File: src/rtl/enigma_ctrl.sv
// ============================================================================
// enigma_ctrl : Enigma command sequencer, rotor stepping and datapath handshake
// Rev 1.0
// ============================================================================
`default_nettype none

module enigma_ctrl #(
   parameter int NOTCH0  = 16,
   parameter int NOTCH1  = 4,
   parameter int TIMEOUT = 15
) (
   input  logic        clk,
   input  logic        rst,
   input  logic        cmd_valid,
   output logic        cmd_ready,
   input  logic [2:0]  cmd_op,
   input  logic [4:0]  cmd_data,
   output logic        dp_start,
   output logic [4:0]  dp_char,
   output logic [14:0] dp_pos,
   input  logic        dp_done,
   input  logic [4:0]  dp_result,
   output logic        out_valid,
   output logic [4:0]  out_char,
   output logic        out_err,
   output logic        busy
);

   localparam logic [2:0] OP_SET0 = 3'd1;
   localparam logic [2:0] OP_SET1 = 3'd2;
   localparam logic [2:0] OP_SET2 = 3'd3;
   localparam logic [2:0] OP_ENC  = 3'd4;
   localparam logic [2:0] OP_CLR  = 3'd5;

   localparam logic [4:0] C_NOTCH0   = 5'(NOTCH0);
   localparam logic [4:0] C_NOTCH1   = 5'(NOTCH1);
   localparam logic [7:0] C_TMO_LAST = 8'(TIMEOUT - 1);

   typedef enum logic [2:0] {
      S_IDLE  = 3'd0,
      S_STEP  = 3'd1,
      S_START = 3'd2,
      S_WAIT  = 3'd3,
      S_OUT   = 3'd4
   } state_t;

   state_t     state, state_nxt;
   logic [4:0] pos0, pos1, pos2;
   logic [7:0] tmo_cnt;

   function automatic logic [4:0] wrap26(input logic [4:0] d);
      return (d >= 5'd26) ? d - 5'd26 : d;
   endfunction

   function automatic logic [4:0] inc26(input logic [4:0] p);
      return (p == 5'd25) ? 5'd0 : p + 5'd1;
   endfunction

   assign dp_pos = {pos2, pos1, pos0};
   assign busy   = (state != S_IDLE);

   always_ff @(posedge clk or posedge rst) begin
      if (rst) state <= S_IDLE;
      else     state <= state_nxt;
   end

   always_comb begin
      state_nxt = state;
      cmd_ready = 1'b0;
      dp_start  = 1'b0;
      out_valid = 1'b0;
      case (state)
         S_IDLE: begin
            cmd_ready = 1'b1;
            if (cmd_valid && cmd_op == OP_ENC)
               state_nxt = (cmd_data < 5'd26) ? S_STEP : S_OUT;
         end
         S_STEP:  state_nxt = S_START;
         S_START: begin
            dp_start  = 1'b1;
            state_nxt = S_WAIT;
         end
         S_WAIT: begin
            if (dp_done || tmo_cnt == C_TMO_LAST) state_nxt = S_OUT;
         end
         S_OUT: begin
            out_valid = 1'b1;
            state_nxt = S_IDLE;
         end
         default: state_nxt = S_IDLE;
      endcase
   end

   always_ff @(posedge clk or posedge rst) begin
      if (rst) begin
         pos0     <= '0;
         pos1     <= '0;
         pos2     <= '0;
         dp_char  <= '0;
         out_char <= '0;
         out_err  <= 1'b0;
         tmo_cnt  <= '0;
      end else begin
         case (state)
            S_IDLE: begin
               if (cmd_valid) begin
                  case (cmd_op)
                     OP_SET0: pos0 <= wrap26(cmd_data);
                     OP_SET1: pos1 <= wrap26(cmd_data);
                     OP_SET2: pos2 <= wrap26(cmd_data);
                     OP_CLR: begin
                        pos0 <= '0;
                        pos1 <= '0;
                        pos2 <= '0;
                     end
                     OP_ENC: begin
                        if (cmd_data < 5'd26) begin
                           dp_char <= cmd_data;
                        end else begin
                           out_char <= '0;
                           out_err  <= 1'b1;
                        end
                     end
                     default: ;
                  endcase
               end
            end
            S_STEP: begin
               // Notch tests use pre-step values; pos1 at its notch double-steps.
               pos0 <= inc26(pos0);
               if (pos0 == C_NOTCH0 || pos1 == C_NOTCH1) pos1 <= inc26(pos1);
               if (pos1 == C_NOTCH1) pos2 <= inc26(pos2);
            end
            S_START: tmo_cnt <= '0;
            S_WAIT: begin
               if (dp_done) begin
                  out_char <= dp_result;
                  out_err  <= 1'b0;
               end else begin
                  tmo_cnt <= tmo_cnt + 8'd1;
                  if (tmo_cnt == C_TMO_LAST) begin
                     out_char <= '0;
                     out_err  <= 1'b1;
                  end
               end
            end
            default: ;
         endcase
      end
   end

endmodule

`default_nettype wire

File: config.mk
export PLATFORM = sky130hd
export DESIGN_NAME = enigma_ctrl
export DESIGN_NICKNAME = d
export VERILOG_FILES = /design/src/rtl/enigma_ctrl.sv
export SDC_FILE = /design/constraint.sdc
export NUM_CORES = 1
export LEC_CHECK = 0
export CORE_AREA = 2 2 73 110
export DETAILED_ROUTE_END_ITERATION = 12
export DIE_AREA = 0 0 75 112
export PLACE_DENSITY = 0.61
export SLEW_MARGIN = 20
export SYNTH_ARGS = -nofsm -noshare
export SYNTH_HDL_FRONTEND = slang
export SYNTH_SLANG_ARGS = --single-unit
File: constraint.sdc
create_clock -name clk -period 2.5 [get_ports clk]
set_input_delay 0.75 -clock clk [delete_from_list [all_inputs] [get_ports clk]]
set_output_delay 0.75 -clock clk [all_outputs]
set_load 0.01 [all_outputs]
==> flow_metrics.py, run 1 <==
metrics = {
    "yosys": {
        "synth_top_area_share_pct": 42.80,
        "synth_compound_area_share_pct": 18.68,
        "mappedNetlistArea_um2": 2163,
        "synthAdderAreaFrac_pct": 6.362,
        "synth_top_family_by_area": "simple AND/OR/NAND/NOR gates",
        "yosys-top-cells-count": "37 x dfrtp_1, 23 x nand2_1, 22 x o21ai_0",
        "synth_edf_count": 0,
        "synth_nets": 252,
        "synth.most_common_cell": "dfrtp_1",
        "synth_xor_area_share_pct": 2.834,
        "ys_types": 47,
        "seq_area_frac_synth_pct": 42.80,
        "muxShareOfSynthArea_pct": 3.759,
        "synth-simple-area-share_pct": 21.75,
        "synthArstFlopShare_pct": 100.0,
        "synthTopCellsByArea": "dfrtp_1 43%, ha_1 6.4%, o21ai_0 5.1%",
        "yosys_register_bits": 37,
        "yosys_warnings": 0,
        "yosys_most_used_dff": "dfrtp_1",
        "syn_avg_cell_area_um2": 9.658,
        "synthCells": 224,
        "yosys.area.top_type": "dfrtp_1",
    },
    "hold_path": {
        "hold_class": "register to register",
    },
    "placed_design": {
        "hpwl_um": 4011,
        "gp_congestion": 0.8081,
        "portBuffers": 46,
        "placed_cells": 392,
    },
    "power_and_ir_drop": {
        "power_leakage_nw": 1.366,
        "sw_frac_of_total_pct": 37.69,
        "power_frac_seq_pct": 32.3,
        "irDropWorstVdd_uv": 520.5,
        "power_frac_clock_pct": 18.1,
        "switching_power_mw": 1.260,
        "p_int_mw": 2.083,
        "power_density_nw_per_um2": 1088,
        "finalPower_mw": 3.344,
        "power_frac_comb_pct": 49.6,
    },
    "route": {
        "ant_nets": 0,
        "routed_wl_um": 5401,
        "drtPass1Iterations": 4,
        "routedWlPerCell_um": 13.44,
        "vias_per_cell": 4.836,
        "drt-initial-drc-count": 136,
        "drc": 0,
        "vias": 1944,
    },
    "cells_and_area": {
        "fillCellCount": 733,
        "layout-drive-gt1-share_pct": 16.33,
        "utilization_pct": 41.18,
        "nets": 327,
        "multi_input_area_um2": 1169,
        "syn2layout_area_growth_pct": 42.11,
        "layout.cells.non_filler": 402,
        "n_antenna_cell": 0,
        "register_area_um2": 927.1,
    },
    "timing": {
        "hold_ws_ns": 0.4921,
        "max_slew.worst_pin.slew_ns": 0.4895,
        "final.min_clock_period_ns": 2.406,
        "period_share_pct": 96.24,
        "tns_ns": 0,
        "hold_viol": 0,
        "finalSetupViolCount": 0,
        "relSlewSlack_pct": 67.36,
        "max_freq_ghz": 0.4156,
        "skew_ns": 0.003865,
        "slew_viol_final": 0,
    },
    "grt": {
        "grt_pass1_wl_um": 8935,
        "grt_pass1_vias": 1873,
        "grt_max_degree": 38,
        "track_usage_pct": 13.57,
        "antenna_found_initial": 0,
        "grt-ovfl-total": 0,
    },
    "job": {
        "max-cap-violations": 0,
    },
    "worst_setup_path": {
        "arrival_ns": 1.66,
        "critPathRequiredTime_ns": 1.75,
        "cp_max_fo": 8,
        "crit_path_start_kind": "register",
        "critPathKind": "register to primary output",
        "end_kind": "primary output",
    },
    "clock_network": {
        "clock_latency_ns": 0.28,
        "cts_sinks": 37,
        "cts_tree": "yes",
        "path_clk_slew_ns": 0.06,
        "clockBufferDepth": 2,
        "clock-root-buffer": "clkbuf_16",
        "cts_htree_levels": 2,
        "numCtsBuffers": 5,
    },
    "floorplanning": {
        "row_count": 39,
        "die_area_um2": 8400,
        "die_x_um": 75,
        "core_area_um2": 7466,
        "pin_count": 47,
        "die_h_um": 112,
        "start_util_pct": 28.98,
    },
    "outcome": {
        "outcome": "finished clean",
    },
}
## layout make-up
cell class              instances  share of cell area [%]
flip-flops and latches         37                   30.16
inverters                      15                   1.994
clock buffers                   5                   4.070
repair buffers                 71                   21.04
clock inverters                 3                  0.5698
well taps                     102                   4.151
multi-input cells             169                   38.01
## final timing paths
kind                            start         end  slack, ns  depth (start not counted)
max                          state[1]        busy       0.09                          2
min                        dp_char[2]  dp_char[2]       0.49                          2
max reg2reg                   pos1[0]     pos1[0]       0.41                          8
min reg2reg                dp_char[2]  dp_char[2]       0.49                          2
max in group asynchronous         rst    state[1]       1.25                          3
min in group asynchronous         rst     pos1[1]       0.89                          3
## through the flow
| stage | instance area (µm²) | setup slack, ns |
|---|---|---|
| floorplan | 2163 | 0.4103 |
| global placement | 2903 | -0.2197 |
| detailed placement | 2903 | -0.2459 |
| CTS | 3045 | 0.04522 |
| global route | 3074 | -0.04294 |
| finish | 3074 | 0.09397 |
## layout by cell type (no fill, tap or decap), types with 4 or more instances in the layout
master	synthesis	final
buf_4	0	25
clkbuf_16	0	5
mux2_2	5	5
o21ai_0	22	22
nand4_1	4	4
xor2_1	7	7
clkdlybuf4s50_1	0	45
nor3b_1	5	5
dfrtp_1	37	36
nand3_1	7	7
nand2_1	23	23
a21oi_1	7	7
ha_1	11	11
a22o_1	7	7
and3_1	7	7
inv_1	14	14
nor2_1	15	15
nand4b_1	4	4
## sequential cells by signal, summed over array words and instances (netlist names)
register and cells:
out_err 1, state 3, pos2 5, pos0 5
tmo_cnt 8, out_char 5, pos1 5, dp_char 5
## worst max-delay path: stages (launching register included)
cell and delay, ns:
dfrtp_2 0.46, or3_4 0.43, clkdlybuf4s50_1 0.49
## layer usage
| layer | vias up | share of wire (%) | global-route usage (%) |
|---|---|---|---|
| met3 | 10 | 5.0 | 2.715 |
| met5 | - | 0 | 0 |
| met2 | 49 | 51 | 23.45 |
| li1 | 960 | - | - |
| met1 | 925 | 42 | 16.24 |
| met4 | 0 | 2.4 | 4.643 |
## power by group through the flow
stage	logic (mW)	registers, mW	clock network (mW)
6_report	1.66	1.08	0.605
5_1_grt	1.83	1.12	0.648
4_1_cts	1.66	1.08	0.623
3_5_place_dp	1.67	1.08	0
3_3_place_gp	1.64	1.08	0
2_1_floorplan	0.822	1.12	0
## kinds of logic after synthesis
logic type               after synthesis
multiplexers                           7
AND/OR/NAND/NOR                       85
AO/OA/AOI/OAI                         59
XOR/XNOR                               7
adder cells (fa/ha/maj)               11
buffers and inverters                 18
flip-flops                            37
## repair_timing
item	in CTS	in global routing
hold buffers	0	0
buffers inserted	0	2
hold endpoints to repair	0	0
setup endpoints to repair	1	6
gates cloned	0	0
gates resized for setup	2	3
(Power assumes the default switching activity.)
==> inputs of run 2 (changes only) <==
--- a/config.mk
+++ b/config.mk
@@ -5,9 +5,9 @@
 export SDC_FILE = /design/constraint.sdc
 export NUM_CORES = 1
 export LEC_CHECK = 0
-export CORE_AREA = 2 2 73 110
+export CORE_AREA = 10 10 81 118
 export DETAILED_ROUTE_END_ITERATION = 12
-export DIE_AREA = 0 0 75 112
+export DIE_AREA = 0 0 91 128
 export PLACE_DENSITY = 0.61
 export SLEW_MARGIN = 20
 export SYNTH_ARGS = -nofsm -noshare
==> flow_metrics.py, run 2 (same netlist as run 1, synthesis figures left out) <==
metrics = {
    "outcome": {
        "outcome": "finished clean",
    },
    "worst_setup_path": {
        "path_cells": "clkdlybuf4s50_1 > inv_1 > ha_1 > nand3b_1 > nor3_2 > nand2_1 > a211o_4 > a22o_1",
        "cp_max_fo": 7,
        "path_buf_inv": 2,
        "arrival_ns": 2.60,
        "critPathKind": "input port to register",
        "critical_path.max_stage_delay_ns": 0.48,
        "crit_family": "compound AO/OA/AOI/OAI gates",
        "critPathRequiredTime_ns": 2.67,
        "crit_path_start_kind": "input port",
        "cp_slowest_cell": "clkdlybuf4s50_1",
        "end_kind": "register",
    },
    "route": {
        "ant_nets": 0,
        "drt-initial-drc-count": 102,
        "routed_wl_um": 5868,
        "drtPass1Iterations": 4,
        "vias_per_cell": 4.880,
        "drc": 0,
        "routedWlPerCell_um": 14.67,
        "vias": 1952,
    },
    "grt": {
        "track_usage_pct": 10.40,
        "grt_max_degree": 38,
        "grt_pass1_vias": 2041,
        "grt_pass1_wl_um": 9998,
        "antenna_found_initial": 0,
        "grt-ovfl-total": 0,
    },
    "timing": {
        "slew_viol_final": 0,
        "final.min_clock_period_ns": 2.431,
        "hold_viol": 0,
        "max_slew.worst_pin.slew_ns": 0.4860,
        "skew_ns": 0.003899,
        "period_share_pct": 97.23,
        "max_freq_ghz": 0.4114,
        "finalSetupViolCount": 0,
        "rsz0062_at_grt": "yes",
        "relSlewSlack_pct": 67.60,
    },
    "clock_network": {
        "cts_setup_buffers": 0,
        "cts_tree": "yes",
        "cts_sinks": 37,
        "clock_latency_ns": 0.28,
        "path_clk_slew_ns": 0.06,
        "postCtsHoldBufs": 0,
        "clock-root-buffer": "clkbuf_16",
        "clockBufferDepth": 2,
        "numCtsBuffers": 5,
        "cts_htree_levels": 2,
    },
    "placed_design": {
        "placed_cells": 392,
        "hpwl_um": 4457,
        "placed_area_um2": 2903,
        "portBuffers": 46,
        "gp_congestion": 0.8630,
    },
    "floorplanning": {
        "start_util_pct": 28.79,
        "row_count": 39,
        "die_h_um": 128,
        "core_area_um2": 7515,
        "die_area_um2": 11650,
        "pin_count": 47,
        "die_x_um": 91,
    },
    "hold_path": {
        "hold_class": "register to register",
    },
    "cells_and_area": {
        "nets": 325,
        "layout-drive-gt1-share_pct": 16.44,
        "final_cell_mix": "45 x clkdlybuf4s50_1, 35 x dfrtp_1, 23 x nand2_1, 23 x buf_4, 22 x o21ai_0",
        "final_common_cell": "clkdlybuf4s50_1",
        "layout.cells.non_filler": 400,
        "syn2layout_area_growth_pct": 43.15,
        "postLayoutCellArea_um2": 3097,
        "top_register": "tmo_cnt",
        "largest_reg_flops": 8,
        "n_antenna_cell": 0,
    },
    "power_and_ir_drop": {
        "irDropWorstVdd_uv": 624.9,
        "power_leakage_nw": 1.369,
        "power_density_nw_per_um2": 1133,
        "finalPower_mw": 3.507,
    },
    "job": {
        "max-cap-violations": 0,
    },
}
## run 2: where the power goes
group	switching, mW	internal [mW]
registers	0.262	0.828
logic	0.788	0.891
clock network	0.241	0.497
total	1.29	2.22
## run 2: final timing paths
kind,slack [ns],end,depth (start not counted),start
hold / removal,0.48,dp_char[1],2,dp_char[1]
max in group asynchronous,1.24,state[1],3,rst
min in group asynchronous,0.90,out_char[4],3,rst
hold reg to reg,0.48,dp_char[1],2,dp_char[1]
setup reg to reg,0.50,pos1[0],8,pos1[0]
setup / recovery,0.07,out_char[2],8,cmd_data[1]
## run 2: worst reg2reg max path, delay by kind of cell, from the launching register on
family	cells	cell delay, ns
flip-flops	1	0.43
AND/OR/NAND/NOR	2	0.40
AO/OA/AOI/OAI	3	0.67
buffers and inverters	2	0.28
adder cells (fa/ha/maj)	1	0.14
## run 2: what timing repair did
item / CTS / global route
gates cloned: 0 / 0
pin swaps: 0 / 1
endpoints found under the setup margin: 1 / 7
resized for setup: 2 / 5
## run 2: area by class of cell
type | count | area (µm²)
Tap cell | 102 | 127.6
Inverter | 15 | 61.31
Sequential cell | 37 | 928.4
Clock inverter | 2 | 37.54
Fill cell | 783 | 4418
Clock buffer | 6 | 138.9
Timing Repair Buffer | 69 | 631.9
Multi-Input combinational cell | 169 | 1171
## run 2: per-stage QoR
| stage | TNS [ns] | util (%) | setup WS [ns] | hold slack, ns |
|---|---|---|---|---|
| finish | 0 | 41.21 | 0.06934 | 0.4769 |
| global placement | -1.316 | 38.63 | -0.2253 | 0.4684 |
| CTS | 0 | 40.98 | 0.01432 | 0.4853 |
| floorplan | 0 | - | 0.4103 | 0.4770 |
| detailed placement | -1.547 | 38.63 | -0.2472 | 0.4721 |
| global route | -0.05293 | 41.21 | -0.01815 | 0.5112 |
## run 2: metal layers
| layer | wire [µm] | up-vias | GRT usage, % |
|---|---|---|---|
| li1 | - | 954 | - |
| met1 | 2523 | 948 | 11.68 |
| met5 | 0 | - | 0 |
| met4 | 79 | 0 | 3.793 |
| met2 | 2998 | 44 | 18.43 |
| met3 | 266 | 6 | 2.696 |
==> inputs of run 3 (changes only) <==
--- a/config.mk
+++ b/config.mk
@@ -5,10 +5,10 @@
 export SDC_FILE = /design/constraint.sdc
 export NUM_CORES = 1
 export LEC_CHECK = 0
-export CORE_AREA = 10 10 81 118
+export CORE_AREA = 10 10 65 93
 export DETAILED_ROUTE_END_ITERATION = 12
-export DIE_AREA = 0 0 91 128
-export PLACE_DENSITY = 0.61
+export DIE_AREA = 0 0 75 103
+export PLACE_DENSITY = 0.88
 export SLEW_MARGIN = 20
 export SYNTH_ARGS = -nofsm -noshare
 export SYNTH_HDL_FRONTEND = slang
==> flow_metrics.py, run 3 (same netlist as run 1, synthesis figures left out) <==
metrics = {
    "route": {
        "drtPass1Iterations": 4,
        "vias": 2004,
        "drc": 0,
        "routedWlPerCell_um": 16.53,
        "drt-initial-drc-count": 162,
        "ant_nets": 0,
        "routed_wl_um": 5719,
        "vias_per_cell": 5.792,
    },
    "clock_network": {
        "numCtsBuffers": 5,
        "clockBufferDepth": 2,
        "post_cts_resized": 0,
        "postCtsHoldBufs": 0,
        "cts_setup_buffers": 0,
        "cts_htree_levels": 2,
        "path_clk_slew_ns": 0.07,
        "cts_tree": "yes",
        "clock-root-buffer": "clkbuf_8",
        "cts_sinks": 37,
        "clock_latency_ns": 0.29,
    },
    "power_and_ir_drop": {
        "power_density_nw_per_um2": 1135,
        "power_leakage_nw": 1.364,
        "p_int_mw": 2.106,
        "power_frac_comb_pct": 50.0,
        "switching_power_mw": 1.271,
        "sw_frac_of_total_pct": 37.65,
        "finalPower_mw": 3.377,
        "irDropWorstVdd_uv": 737.6,
        "power_frac_seq_pct": 31.4,
        "power_frac_clock_pct": 18.6,
    },
    "worst_setup_path": {
        "critPathRequiredTime_ns": 1.75,
        "end_kind": "primary output",
        "path_cells": "buf_4 > nand2b_1 > nor2_1 > clkdlybuf4s50_1",
        "critPathKind": "register to primary output",
        "arrival_ns": 1.63,
        "cp_max_fo": 7,
        "crit_path_start_kind": "register",
        "r2r_setup_slack_ns": 0.45,
        "cp_slowest_cell": "clkdlybuf4s50_1",
        "critical_path.max_stage_delay_ns": 0.57,
    },
    "timing": {
        "hold_ws_ns": 0.4914,
        "rsz0062_at_grt": "no",
        "relSlewSlack_pct": 65.22,
        "max_slew.worst_pin.slew_ns": 0.5205,
        "slew_viol_final": 0,
        "skew_ns": 0.008478,
        "period_share_pct": 95.33,
        "final.min_clock_period_ns": 2.383,
        "finalSetupViolCount": 0,
        "finalWorstSetupSlack_ns": 0.1168,
        "max_freq_ghz": 0.4196,
        "hold_viol": 0,
    },
    "floorplanning": {
        "die_h_um": 103,
        "row_count": 30,
        "start_util_pct": 48.43,
        "die_x_um": 75,
        "pin_count": 47,
        "core_area_um2": 4467,
        "die_area_um2": 7725,
    },
    "cells_and_area": {
        "final_cell_mix": "45 x clkdlybuf4s50_1, 37 x dfrtp_1, 23 x nand2_1, 23 x buf_4, 22 x o21ai_0",
        "utilization_pct": 66.61,
        "largest_reg_flops": 8,
        "layout-drive-gt1-share_pct": 14.77,
        "postLayoutCellArea_um2": 2975,
        "n_antenna_cell": 0,
        "nets": 325,
        "syn2layout_area_growth_pct": 37.54,
        "top_register": "tmo_cnt",
        "final_common_cell": "clkdlybuf4s50_1",
    },
    "outcome": {
        "outcome": "finished clean",
    },
    "job": {
        "max-cap-violations": 0,
    },
    "grt": {
        "track_usage_pct": 15.54,
        "grt-ovfl-total": 0,
        "antenna_found_initial": 0,
        "grt_max_degree": 38,
        "grt_pass1_wl_um": 9556,
        "grt_pass1_vias": 2080,
    },
    "placed_design": {
        "dpl_worst_slack_ns": -0.1437,
        "placed_area_um2": 2835,
        "gp_congestion": 0.9112,
        "portBuffers": 46,
        "hpwl_um": 4337,
    },
    "hold_path": {
        "hold_class": "register to register",
    },
}
## run 3: area by class of cell
cell class              count  area [µm²]
inverters                  15       61.31
clock buffers               5       68.82
fillers                   334        1491
well taps                  48       60.06
repair buffers             69       635.6
multi-input cells         169        1155
flip-flops and latches     37       925.9
clock inverters             3       68.82
## run 3: final timing paths
check	start	endpoint	cells after the start
hold reg to reg	dp_char[1]	dp_char[1]	2
hold / removal	dp_char[1]	dp_char[1]	2
setup / recovery	state[1]	dp_start	4
min in group asynchronous	rst	tmo_cnt[6]	3
setup reg to reg	pos1[0]	pos1[0]	8
max in group asynchronous	rst	dp_char[2]	3
## run 3: power by group through the flow
| stage | Combinational (mW) | Clock (mW) | Sequential, mW |
|---|---|---|---|
| 2_1_floorplan | 0.822 | 0 | 1.12 |
| 3_3_place_gp | 1.65 | 0 | 1.06 |
| 3_5_place_dp | 1.69 | 0 | 1.07 |
| 4_1_cts | 1.71 | 0.634 | 1.06 |
| 5_1_grt | 1.87 | 0.665 | 1.10 |
| 6_report | 1.69 | 0.628 | 1.06 |
## run 3: layer usage
| layer | wire length [µm] | GRT usage, % | vias up |
|---|---|---|---|
| met5 | 0 | 0 | - |
| li1 | - | - | 958 |
| met3 | 426 | 4.817 | 2 |
| met1 | 2172 | 15.97 | 982 |
| met2 | 3102 | 29.07 | 62 |
| met4 | 19 | 3.947 | 0 |
## run 3: worst max-delay path: cells and delay by family, from the launching register on
family        cells  cell delay, ns
buf+inv           2            0.72
flops             1            0.36
simple gates      2            0.27
## run 3: metrics by stage
step                      setup TNS (ns)  instances
final                                  0        346
after global routing                   0        346
after CTS                              0        346
after detailed placement         -0.9353        338
after global placement           -0.4281        338
after floorplan                        0        224
